<file path="src/rtl/mem_arbiter_if.sv">
// rtl/mem_arbiter_if.sv - request/response and main_memory bus bundle for mem_arbiter
interface mem_arbiter_if #(
  parameter int DATA_W = 32,
  parameter int ADDR_W = 32
);
  // fetch port (read-only)
  logic              if_req;
  logic [ADDR_W-1:0] if_addr;
  logic              if_gnt;
  logic              if_valid;
  logic [DATA_W-1:0] if_rdata;
  // datapath load/store port
  logic              dp_req;
  logic              dp_we;
  logic [ADDR_W-1:0] dp_addr;
  logic [DATA_W-1:0] dp_wdata;
  logic              dp_gnt;
  logic              dp_valid;
  logic [DATA_W-1:0] dp_rdata;
  // main_memory side
  logic [ADDR_W-1:0] mem_address;
  logic [DATA_W-1:0] mem_data_in;
  logic              mem_rd;
  logic              mem_wr;
  logic [DATA_W-1:0] mem_data_out;

  // arbiter view
  modport slave (
    input  if_req, if_addr, dp_req, dp_we, dp_addr, dp_wdata, mem_data_out,
    output if_gnt, if_valid, if_rdata, dp_gnt, dp_valid, dp_rdata,
           mem_address, mem_data_in, mem_rd, mem_wr
  );

  // requester/memory environment view
  modport master (
    output if_req, if_addr, dp_req, dp_we, dp_addr, dp_wdata, mem_data_out,
    input  if_gnt, if_valid, if_rdata, dp_gnt, dp_valid, dp_rdata,
           mem_address, mem_data_in, mem_rd, mem_wr
  );
endinterface

</file>
<file path="src/rtl/mem_arbiter.sv">
// rtl/mem_arbiter.sv - two-port fetch/datapath arbiter and sequencer for single-ported main_memory
module mem_arbiter #(
  parameter int DATA_W   = 32,
  parameter int ADDR_W   = 32,
  parameter int RD_LAT   = 1,
  parameter int RR_MODE  = 0,
  parameter int MAX_WAIT = 3
) (
  input  logic          clk,
  input  logic          rst,
  mem_arbiter_if.slave  bus,
  output logic          busy
);

  localparam int LC_W = (RD_LAT > 1) ? $clog2(RD_LAT) : 1;
  localparam int WC_W = (MAX_WAIT > 0) ? $clog2(MAX_WAIT + 1) : 1;

  typedef enum logic [1:0] {
    S_IDLE,
    S_ISSUE,
    S_WAIT,
    S_RESP
  } state_t;

  state_t            r_state;
  logic              r_sel_dp;     // winner of the current transaction: 1 = datapath
  logic              r_we;
  logic [LC_W-1:0]   r_lat_cnt;
  logic [WC_W-1:0]   r_wait_cnt;   // consecutive lost arbitrations of fetch
  logic              r_last_if;    // 1 = fetch was granted most recently
  logic              r_busy;
  logic              r_if_gnt;
  logic              r_dp_gnt;
  logic              r_if_valid;
  logic              r_dp_valid;
  logic [DATA_W-1:0] r_if_rdata;
  logic [DATA_W-1:0] r_dp_rdata;
  logic [ADDR_W-1:0] r_mem_address;
  logic [DATA_W-1:0] r_mem_data_in;
  logic              r_mem_rd;
  logic              r_mem_wr;

  logic              w_any_req;
  logic              w_pick_dp;

  // Pick the winner among the requests currently presented
  always_comb begin
    w_any_req = bus.if_req | bus.dp_req;
    w_pick_dp = 1'b0;
    if (bus.dp_req && !bus.if_req) begin
      w_pick_dp = 1'b1;
    end else if (bus.dp_req && bus.if_req) begin
      if (RR_MODE != 0) begin
        w_pick_dp = r_last_if;
      end else begin
        w_pick_dp = (r_wait_cnt < WC_W'(MAX_WAIT));
      end
    end
  end

  // Sequencer: one memory command at a time, all outputs registered
  always_ff @(posedge clk or negedge rst) begin
    if (!rst) begin
      r_state       <= S_IDLE;
      r_sel_dp      <= 1'b0;
      r_we          <= 1'b0;
      r_lat_cnt     <= '0;
      r_wait_cnt    <= '0;
      r_last_if     <= 1'b0;
      r_busy        <= 1'b0;
      r_if_gnt      <= 1'b0;
      r_dp_gnt      <= 1'b0;
      r_if_valid    <= 1'b0;
      r_dp_valid    <= 1'b0;
      r_if_rdata    <= '0;
      r_dp_rdata    <= '0;
      r_mem_address <= '0;
      r_mem_data_in <= '0;
      r_mem_rd      <= 1'b0;
      r_mem_wr      <= 1'b0;
    end else begin
      r_if_gnt   <= 1'b0;
      r_dp_gnt   <= 1'b0;
      r_if_valid <= 1'b0;
      r_dp_valid <= 1'b0;
      r_mem_rd   <= 1'b0;
      r_mem_wr   <= 1'b0;
      case (r_state)
        S_IDLE: begin
          if (w_any_req) begin
            // Command and grant are set up here so they appear during ISSUE
            r_sel_dp      <= w_pick_dp;
            r_we          <= w_pick_dp & bus.dp_we;
            r_mem_address <= w_pick_dp ? bus.dp_addr : bus.if_addr;
            r_mem_data_in <= w_pick_dp ? bus.dp_wdata : '0;
            r_mem_rd      <= ~(w_pick_dp & bus.dp_we);
            r_mem_wr      <= w_pick_dp & bus.dp_we;
            r_if_gnt      <= ~w_pick_dp;
            r_dp_gnt      <= w_pick_dp;
            r_last_if     <= ~w_pick_dp;
            if (!w_pick_dp) begin
              r_wait_cnt <= '0;
            end else if (bus.if_req && RR_MODE == 0) begin
              r_wait_cnt <= r_wait_cnt + WC_W'(1);
            end
            r_busy  <= 1'b1;
            r_state <= S_ISSUE;
          end
        end
        S_ISSUE: begin
          r_lat_cnt <= '0;
          if (r_we) begin
            // Writes complete with the command; respond right away
            r_dp_valid <= 1'b1;
            r_dp_rdata <= '0;
            r_state    <= S_RESP;
          end else begin
            r_state <= S_WAIT;
          end
        end
        S_WAIT: begin
          if (r_lat_cnt == LC_W'(RD_LAT - 1)) begin
            if (r_sel_dp) begin
              r_dp_rdata <= bus.mem_data_out;
              r_dp_valid <= 1'b1;
            end else begin
              r_if_rdata <= bus.mem_data_out;
              r_if_valid <= 1'b1;
            end
            r_state <= S_RESP;
          end else begin
            r_lat_cnt <= r_lat_cnt + LC_W'(1);
          end
        end
        S_RESP: begin
          r_busy  <= 1'b0;
          r_state <= S_IDLE;
        end
        default: begin
          r_busy  <= 1'b0;
          r_state <= S_IDLE;
        end
      endcase
    end
  end

  assign bus.if_gnt      = r_if_gnt;
  assign bus.if_valid    = r_if_valid;
  assign bus.if_rdata    = r_if_rdata;
  assign bus.dp_gnt      = r_dp_gnt;
  assign bus.dp_valid    = r_dp_valid;
  assign bus.dp_rdata    = r_dp_rdata;
  assign bus.mem_address = r_mem_address;
  assign bus.mem_data_in = r_mem_data_in;
  assign bus.mem_rd      = r_mem_rd;
  assign bus.mem_wr      = r_mem_wr;
  assign busy            = r_busy;

endmodule

</file>
<file path="src/flat_wrapper.sv">
// flat-port wrapper written by rule: the top's interface ports become plain ports
module mem_arbiter_flat 
#(
  parameter int DATA_W   = 32,
  parameter int ADDR_W   = 32,
  parameter int RD_LAT   = 1,
  parameter int RR_MODE  = 0,
  parameter int MAX_WAIT = 3
)
  (clk, rst, busy, bus_if_req, bus_if_addr, bus_dp_req, bus_dp_we, bus_dp_addr, bus_dp_wdata, bus_mem_data_out, bus_if_gnt, bus_if_valid, bus_if_rdata, bus_dp_gnt, bus_dp_valid, bus_dp_rdata, bus_mem_address, bus_mem_data_in, bus_mem_rd, bus_mem_wr);
  mem_arbiter_if #(.DATA_W(DATA_W), .ADDR_W(ADDR_W)) bus_i ();
  input  logic clk;
  input  logic rst;
  output logic busy;
  input wire logic [$bits(bus_i.if_req)-1:0] bus_if_req;
  input wire logic [$bits(bus_i.if_addr)-1:0] bus_if_addr;
  input wire logic [$bits(bus_i.dp_req)-1:0] bus_dp_req;
  input wire logic [$bits(bus_i.dp_we)-1:0] bus_dp_we;
  input wire logic [$bits(bus_i.dp_addr)-1:0] bus_dp_addr;
  input wire logic [$bits(bus_i.dp_wdata)-1:0] bus_dp_wdata;
  input wire logic [$bits(bus_i.mem_data_out)-1:0] bus_mem_data_out;
  output wire logic [$bits(bus_i.if_gnt)-1:0] bus_if_gnt;
  output wire logic [$bits(bus_i.if_valid)-1:0] bus_if_valid;
  output wire logic [$bits(bus_i.if_rdata)-1:0] bus_if_rdata;
  output wire logic [$bits(bus_i.dp_gnt)-1:0] bus_dp_gnt;
  output wire logic [$bits(bus_i.dp_valid)-1:0] bus_dp_valid;
  output wire logic [$bits(bus_i.dp_rdata)-1:0] bus_dp_rdata;
  output wire logic [$bits(bus_i.mem_address)-1:0] bus_mem_address;
  output wire logic [$bits(bus_i.mem_data_in)-1:0] bus_mem_data_in;
  output wire logic [$bits(bus_i.mem_rd)-1:0] bus_mem_rd;
  output wire logic [$bits(bus_i.mem_wr)-1:0] bus_mem_wr;
  assign bus_i.if_req = bus_if_req;
  assign bus_i.if_addr = bus_if_addr;
  assign bus_i.dp_req = bus_dp_req;
  assign bus_i.dp_we = bus_dp_we;
  assign bus_i.dp_addr = bus_dp_addr;
  assign bus_i.dp_wdata = bus_dp_wdata;
  assign bus_i.mem_data_out = bus_mem_data_out;
  assign bus_if_gnt = bus_i.if_gnt;
  assign bus_if_valid = bus_i.if_valid;
  assign bus_if_rdata = bus_i.if_rdata;
  assign bus_dp_gnt = bus_i.dp_gnt;
  assign bus_dp_valid = bus_i.dp_valid;
  assign bus_dp_rdata = bus_i.dp_rdata;
  assign bus_mem_address = bus_i.mem_address;
  assign bus_mem_data_in = bus_i.mem_data_in;
  assign bus_mem_rd = bus_i.mem_rd;
  assign bus_mem_wr = bus_i.mem_wr;
  mem_arbiter #(.DATA_W(DATA_W), .ADDR_W(ADDR_W), .RD_LAT(RD_LAT), .RR_MODE(RR_MODE), .MAX_WAIT(MAX_WAIT)) u_core (.clk(clk), .rst(rst), .bus(bus_i), .busy(busy));
endmodule
</file>
<file path="config.mk">
export PLATFORM = sky130hd
export DESIGN_NAME = mem_arbiter_flat
export DESIGN_NICKNAME = d
export VERILOG_FILES = /design/src/rtl/mem_arbiter_if.sv /design/src/rtl/mem_arbiter.sv /design/src/flat_wrapper.sv
export SDC_FILE = /design/constraint.sdc
export NUM_CORES = 1
export LEC_CHECK = 0
export CAP_MARGIN = 20
export CORE_MARGIN = 2
export CORE_UTILIZATION = 44
export DETAILED_ROUTE_END_ITERATION = 10
export PLACE_DENSITY = 0.84
export SLEW_MARGIN = 0
export SYNTH_ARGS = -nofsm -noshare
export SYNTH_HDL_FRONTEND = slang
export SYNTH_SLANG_ARGS = --single-unit
export TNS_END_PERCENT = 30
</file>
<file path="constraint.sdc">
create_clock -name clk -period 4.8 [get_ports clk]
set_clock_uncertainty 0.15 [all_clocks]
set_input_delay 0.96 -clock clk [delete_from_list [all_inputs] [get_ports clk]]
set_output_delay 0.96 -clock clk [all_outputs]
set_load 0.05 [all_outputs]
</file>
; Word-level counts from Yosys, hierarchy flattened
; Cells that the tools add are included.
[classes]
shift = 0
n_eq_ne = 8
mux = 33
n_reduce_logical = 12
mul = 0
bitwise_logic = 6
addsub = 2
div = 0
n_lt_le_gt_ge = 1
[ops]
columns = cell, count
row1 = $mux W32, 5
row2 = $pmux W32 S2, 1
row3 = $mux W1, 19
row4 = $mux W2, 4
row5 = $pmux W2 S4, 1
row6 = $ne A2 B1 Y1 const B, 3
row7 = $pmux W1 S2, 3
row8 = $reduce_and A2 Y1, 3
row9 = $reduce_and A3 Y1, 2
row10 = $eq A2 B2 Y1 const B, 2
row11 = $ne A2 B2 Y1 const B, 2
row12 = $not A1 Y1, 4
row13 = $reduce_and A4 Y1, 1
row14 = $reduce_bool A2 Y1, 2
row15 = $add A2 B1 Y2 const B, 1
row16 = $eq A2 B1 Y1 const B, 1
row17 = $logic_and A1 B1 Y1, 2
row18 = $logic_not A2 Y1, 1
row19 = $lt A2 B2 Y1 const B, 1
row20 = $add A1 B1 Y1 const B, 1
row21 = $and A1 B1 Y1, 1
row22 = $logic_not A1 Y1, 1
row23 = $or A1 B1 Y1, 1
[word_totals]
input_bits = 133
n_memories = 0
elab_cells = 78
rom_bits = 0
reg_bits = 142
output_inout_bits = 135
latchBits = 0
ram_bits = 0

; Depth between registers and ports, before layout
[depth]
depth_word = 7
ltp_mapped = 9
ltp_nobuf = 6

; Worst setup path after synthesis
; OpenSTA, ideal clock, no wires.
[synth_path]
path_kind = input port to flip-flop
startpoint = input bus_dp_req
endpoint = register u_core.r_mem_address[10] (netlist: u_core.bus.mem_address[10])
setup_ns = 0.126
path_stages = 5
required_time_ns = 4.524
t_arrival_ns = 1.698
path_slack_ns = 2.826
path_buffers = 2
path_cell_list = nand2b_1 > nor2b_1 > buf_2 > buf_6 > a221o_1
[synth_via]
elab_chain_len = 4
word_cells_on_any_way = 7
cone_classes = 3 x mux / 1 x bitwise / 3 x reduce/logical
[synth_lines]
columns = element, line_no
row1 = "start, declared", flat_wrapper.sv:17  ; input wire logic [$bits(bus_i.dp_req)-1:0] bus_dp_req;
row2 = $logic_and A1 B1 Y1, mem_arbiter.sv:52  ; end else if (bus.dp_req && bus.if_req) begin
row3 = $mux W1, mem_arbiter.sv:52
row4 = $mux W1, mem_arbiter.sv:50  ; if (bus.dp_req && !bus.if_req) begin
row5 = $mux W32, mem_arbiter.sv:94  ; r_mem_address <= w_pick_dp ? bus.dp_addr : bus.if_addr;
row6 = "end signal, assigned", mem_arbiter.sv:94
row7 = "end, declared", mem_arbiter.sv:38  ; logic [ADDR_W-1:0] r_mem_address;
; Several ways; a longest one is shown, not always the timed one.
; A chain may end at the register's enable or synchronous reset.

; Worst setup path in the final report
[layout_path]
startpoint = register u_core.r_state[0]
endpoint = register u_core.r_dp_rdata[24] (netlist: u_core.bus.dp_rdata[24])
[layout_via]
elab_chain_len = 3
word_cells_on_any_way = 8
cone_classes = 5 x eq/ne / 1 x mux / 2 x reduce/logical
[layout_lines]
columns = element, line_no
row1 = "start, declared", mem_arbiter.sv:25  ; state_t r_state;
row2 = "start signal, assigned", mem_arbiter.sv:64  ; r_state <= S_IDLE;
row3 = "start signal, assigned", mem_arbiter.sv:107  ; r_state <= S_ISSUE;
row4 = "start signal, assigned", mem_arbiter.sv:116  ; r_state <= S_RESP;
row5 = $eq A2 B2 Y1 or $eq A2 B1 Y1 (tied branches), mem_arbiter.sv:88  ; case (r_state)
row6 = $ne A2 B1 Y1 (no line) (tied with other cells), --
row7 = $reduce_and A4 Y1 (no line), --
row8 = "end signal, assigned", mem_arbiter.sv:124  ; r_dp_rdata <= bus.mem_data_out;
row9 = "end, declared", mem_arbiter.sv:37  ; logic [DATA_W-1:0] r_dp_rdata;
; Several ways; a longest one is shown, not always the timed one.

==> flow_summary.rst <==
.. list-table::
   :header-rows: 1

   * - Metric
     - Value
   * - Status
     - complete, no violations
   * - Syn nets
     - 637
   * - R2R setup slack
     - approximately 1.6 ns
   * - Total GRT Usage
     - 24.63%
   * - Number of clock buffers inserted by TritonCTS
     - 17
   * - Int Power
     - about 0.004 W
   * - Worst path cell trace
     - inv_1 > ha_1 > nand2b_2 > inv_2 > a21oi_4 > buf_4 > mux2i_1
   * - Maximum number of pins on one net before global-route repair
     - 79
   * - Number of antenna violations at the first check in global routing
     - 0
   * - Post-synthesis cell type with the largest combined area
     - dfrtp_1
   * - Sw Share
     - a little under half
   * - Initial DRC count
     - roughly 450
   * - Switching power
     - ~0.0035 W
   * - Count of boundary I/O pins
     - ~270
   * - Standard-cell rows
     - 41
   * - Library cell used as clock root buffer
     - clkbuf_16
   * - Total power per unit cell area
     - roughly 830 mW/mm2
   * - Number of enable flip-flop cells after synthesis
     - 0
   * - Number of nets in the layout
     - between 800 and 900
   * - Register bit total from synthesis
     - 141
   * - Top_reg_cell synth
     - dfrtp_1
   * - Die ar.
     - 0.01393 mm2
   * - GR Overflow Total
     - 0
   * - Die X-Extent
     - roughly 120 um
   * - First-pass iteration count of the detailed router
     - 4
   * - Wire length of the first global-routing pass
     - 27,050 um
   * - Max-cap violations
     - 0
   * - Post_cts resized
     - 0
   * - Via count of the first global-routing pass
     - between 5,000 and 6,000
   * - Area growth from synthesis to layout
     - 59.47%
   * - Part of the total power dissipated in the clock network
     - between 10% and 20%
   * - Post-cts hold buffer count
     - 0
   * - Async SR Flop Fraction
     - 100.0%
   * - Commonest cells in the synthesized netlist
     - dfrtp_1, nand2_1, a22o_1, inv_1, and2_1
   * - Leak Pwr
     - approximately 4 nW
   * - CTS H-tree depth
     - 4
   * - Category of the worst setup path capture point
     - flop
   * - Final number of setup-violating endpoints
     - 0
   * - Sink Count
     - between 100 and 150
   * - Signal arrival time at the worst endpoint
     - between 3 and 4 ns
   * - Antenna diode count
     - 0
   * - Combinational share of power
     - about 55%
   * - Top cell type's share of synthesized area
     - 61.68%
   * - Routed wire per std cell
     - ~18 um
   * - Highest ir drop seen on vdd
     - 0.0004869 V
   * - Port Buffer Count
     - around 270
   * - Post-synthesis instance area
     - between 0.005 and 0.006 mm2
   * - Number of hold-slack violations in the final timing report
     - 0
   * - CTS tree
     - built
   * - Ratio of cells with drive above 1 in the final layout
     - 6.080%
   * - Required arrival time at the worst endpoint
     - between 4 and 5 ns
   * - Ratio of final minimum period to clock period
     - between 60% and 70%
   * - Final-layout setup total negative slack
     - 0 ns
   * - DRC errors left
     - 0
   * - Avg Synthesized Cell Area
     - approximately 11 um2
   * - Worst-case hold slack
     - around 0.32 ns
   * - Number of max-slew violations in the final report
     - 0
   * - CP max stage cell
     - a21oi_4
   * - Routability congestion estimate from global placement
     - a little under 0.8
   * - Floorplan Core Area
     - about 0.013 mm2
   * - Core utilization of the finished layout
     - a little under three quarters
   * - Sequential fraction of design power
     - between 20% and 30%
   * - Class of the most critical hold timing path
     - flop to flop
   * - Detailed-route via count
     - roughly 4,800
   * - Ranking of synthesized cells by area
     - dfrtp_1, nand2_1, a221o_1
   * - Library cell with the highest instance count after synthesis
     - dfrtp_1
   * - Post-CTS setup repair buffer count
     - 0
   * - Effective utilization at floorplan
     - 45.15%
   * - Post-detail-place hpwl
     - around 12,000 um
   * - Routed Antenna Nets
     - 0
   * - DR vias/cell
     - slightly above 5
   * - Skew-Pair Late Insertion Delay
     - ~0.4 ns
   * - Critical Path Max Stage Delay
     - around 0.64 ns
   * - Die span in y
     - 118.0 um
   * - Setup CP Type
     - flop to flop
   * - Relative slew slack
     - 46.15%
   * - Setup repair after global routing missed its margin
     - no
   * - Cell count after synthesis
     - roughly 500
   * - Clock-pin slew of the registers on the worst-case setup and hold paths
     - around 0.060 ns
   * - Time the final worst path needs with I/O delays and setup
     - roughly 3.2 ns
   * - Worst-Margin Slew
     - 0.8060 ns
   * - Count of unique library cells instantiated by Yosys
     - 28
   * - Ys Warns
     - 0
   * - Detailed Route WL
     - between 15,000 and 20,000 um
   * - Type of element launching the critical path
     - flop
   * - Maximum buffer depth of the clock tree
     - 2
   * - Sequential-to-total area share from yosys stat
     - 61.68%
   * - F_max
     - a little over 0.3 GHz
   * - Biggest fanout along the worst timing path
     - 34
## per-stage QoR
stage          cells  total power (W)  worst slack, ns  cell area (um2)
2_1_floorplan    499         0.004788            2.826             5720
3_3_place_gp     914         0.006101            1.664             8491
3_5_place_dp     914         0.006206            1.540             8491
4_1_cts          945         0.007644            1.535             9123
5_1_grt          945         0.007915            1.359             9123
6_report         945         0.007593            1.568             9123
## cell families (layout without fill, tap and decap cells)
group	Yosys count	count (layout)	synth area share, %
flip-flops	141	141	61.68
AO/OA/AOI/OAI	76	76	12.14
multiplexers	33	33	5.796
buffers and inverters	67	341	5.796
AND/OR/NAND/NOR	177	177	13.50
adder cells (fa/ha/maj)	5	5	1.094
## path summary, 6_finish.rpt
check	start	end	depth (start not counted)
min	u_core.bus.if_rdata[8]	u_core.bus.if_rdata[8]	2
max reg2reg	u_core.r_state[0]	u_core.bus.dp_rdata[24]	7
min reg2reg	u_core.bus.if_rdata[8]	u_core.bus.if_rdata[8]	2
min in group asynchronous	rst	u_core.bus.dp_rdata[4]	1
max in group asynchronous	rst	u_core.bus.mem_data_in[0]	2
max	u_core.r_state[0]	u_core.bus.dp_rdata[24]	7
## critical path: cells and delay by family (launching register included)
family,cells,cell delay [ns]
flops,1,0.37
simple gates,1,0.49
compound gates,1,0.64
mux,1,0.24
buf+inv,3,0.99
fa+ha+maj,1,0.23
## layer usage
metal | global-route usage, % | wire, um | up-vias
li1 | - | - | 2197
met1 | 28.84 | 6525 | 2366
met2 | 43.42 | 8864 | 210
met3 | 7.219 | 1170 | 20
met4 | 7.907 | 262 | 0
met5 | 0 | 0 | -
## sequential cells by signal, summed over array words and instances, names as in the netlist
signal and flops:
u_core.bus.dp_gnt 1, u_core.bus.dp_rdata 32, u_core.bus.dp_valid 1, u_core.bus.if_gnt 1, u_core.bus.if_rdata 32, u_core.bus.if_valid 1, u_core.bus.mem_address 32, u_core.bus.mem_data_in 32
u_core.bus.mem_rd 1, u_core.bus.mem_wr 1, u_core.busy 1, u_core.r_sel_dp 1, u_core.r_state 2, u_core.r_wait_cnt 2, u_core.r_we 1
## cell type report
| class | count | area [um2] |
|---|---|---|
| fill | 868 | 3548 |
| sequential | 141 | 3528 |
| timing repair buffer | 275 | 2734 |
| multi-input combinational | 291 | 1882 |
| clock buffer | 21 | 470.5 |
| tap | 172 | 215.2 |
| clock inverter | 10 | 161.4 |
| inverter | 35 | 131.4 |
## power groups by stage
stage | Sequential (W) | Combinational [W] | Clock, W
global placement | 0.00201 | 0.00409 | 0
finish | 0.00203 | 0.00417 | 0.00139
floorplan | 0.00368 | 0.00111 | 0
CTS | 0.00203 | 0.00420 | 0.00141
global route | 0.00209 | 0.00437 | 0.00146
detailed placement | 0.00202 | 0.00418 | 0
## cells in the final DEF, fill, tap and decap left out, types with 2 or more instances in the layout
cell type	n
clkbuf_8	3
clkinv_2	2
a22o_1	34
bufinv_16	4
buf_4	8
clkbuf_16	17
nand2_1	134
clkdlybuf4s50_1	266
clkinvlp_4	3
ha_1	5
a221o_1	32
dfrtp_1	141
inv_1	34
a21oi_4	2
and2_1	33
o21ai_0	2
nand2b_1	2
nor2_1	2
mux2i_1	32
nor2b_1	3
No activity file was read; power rests on OpenSTA's default activity.
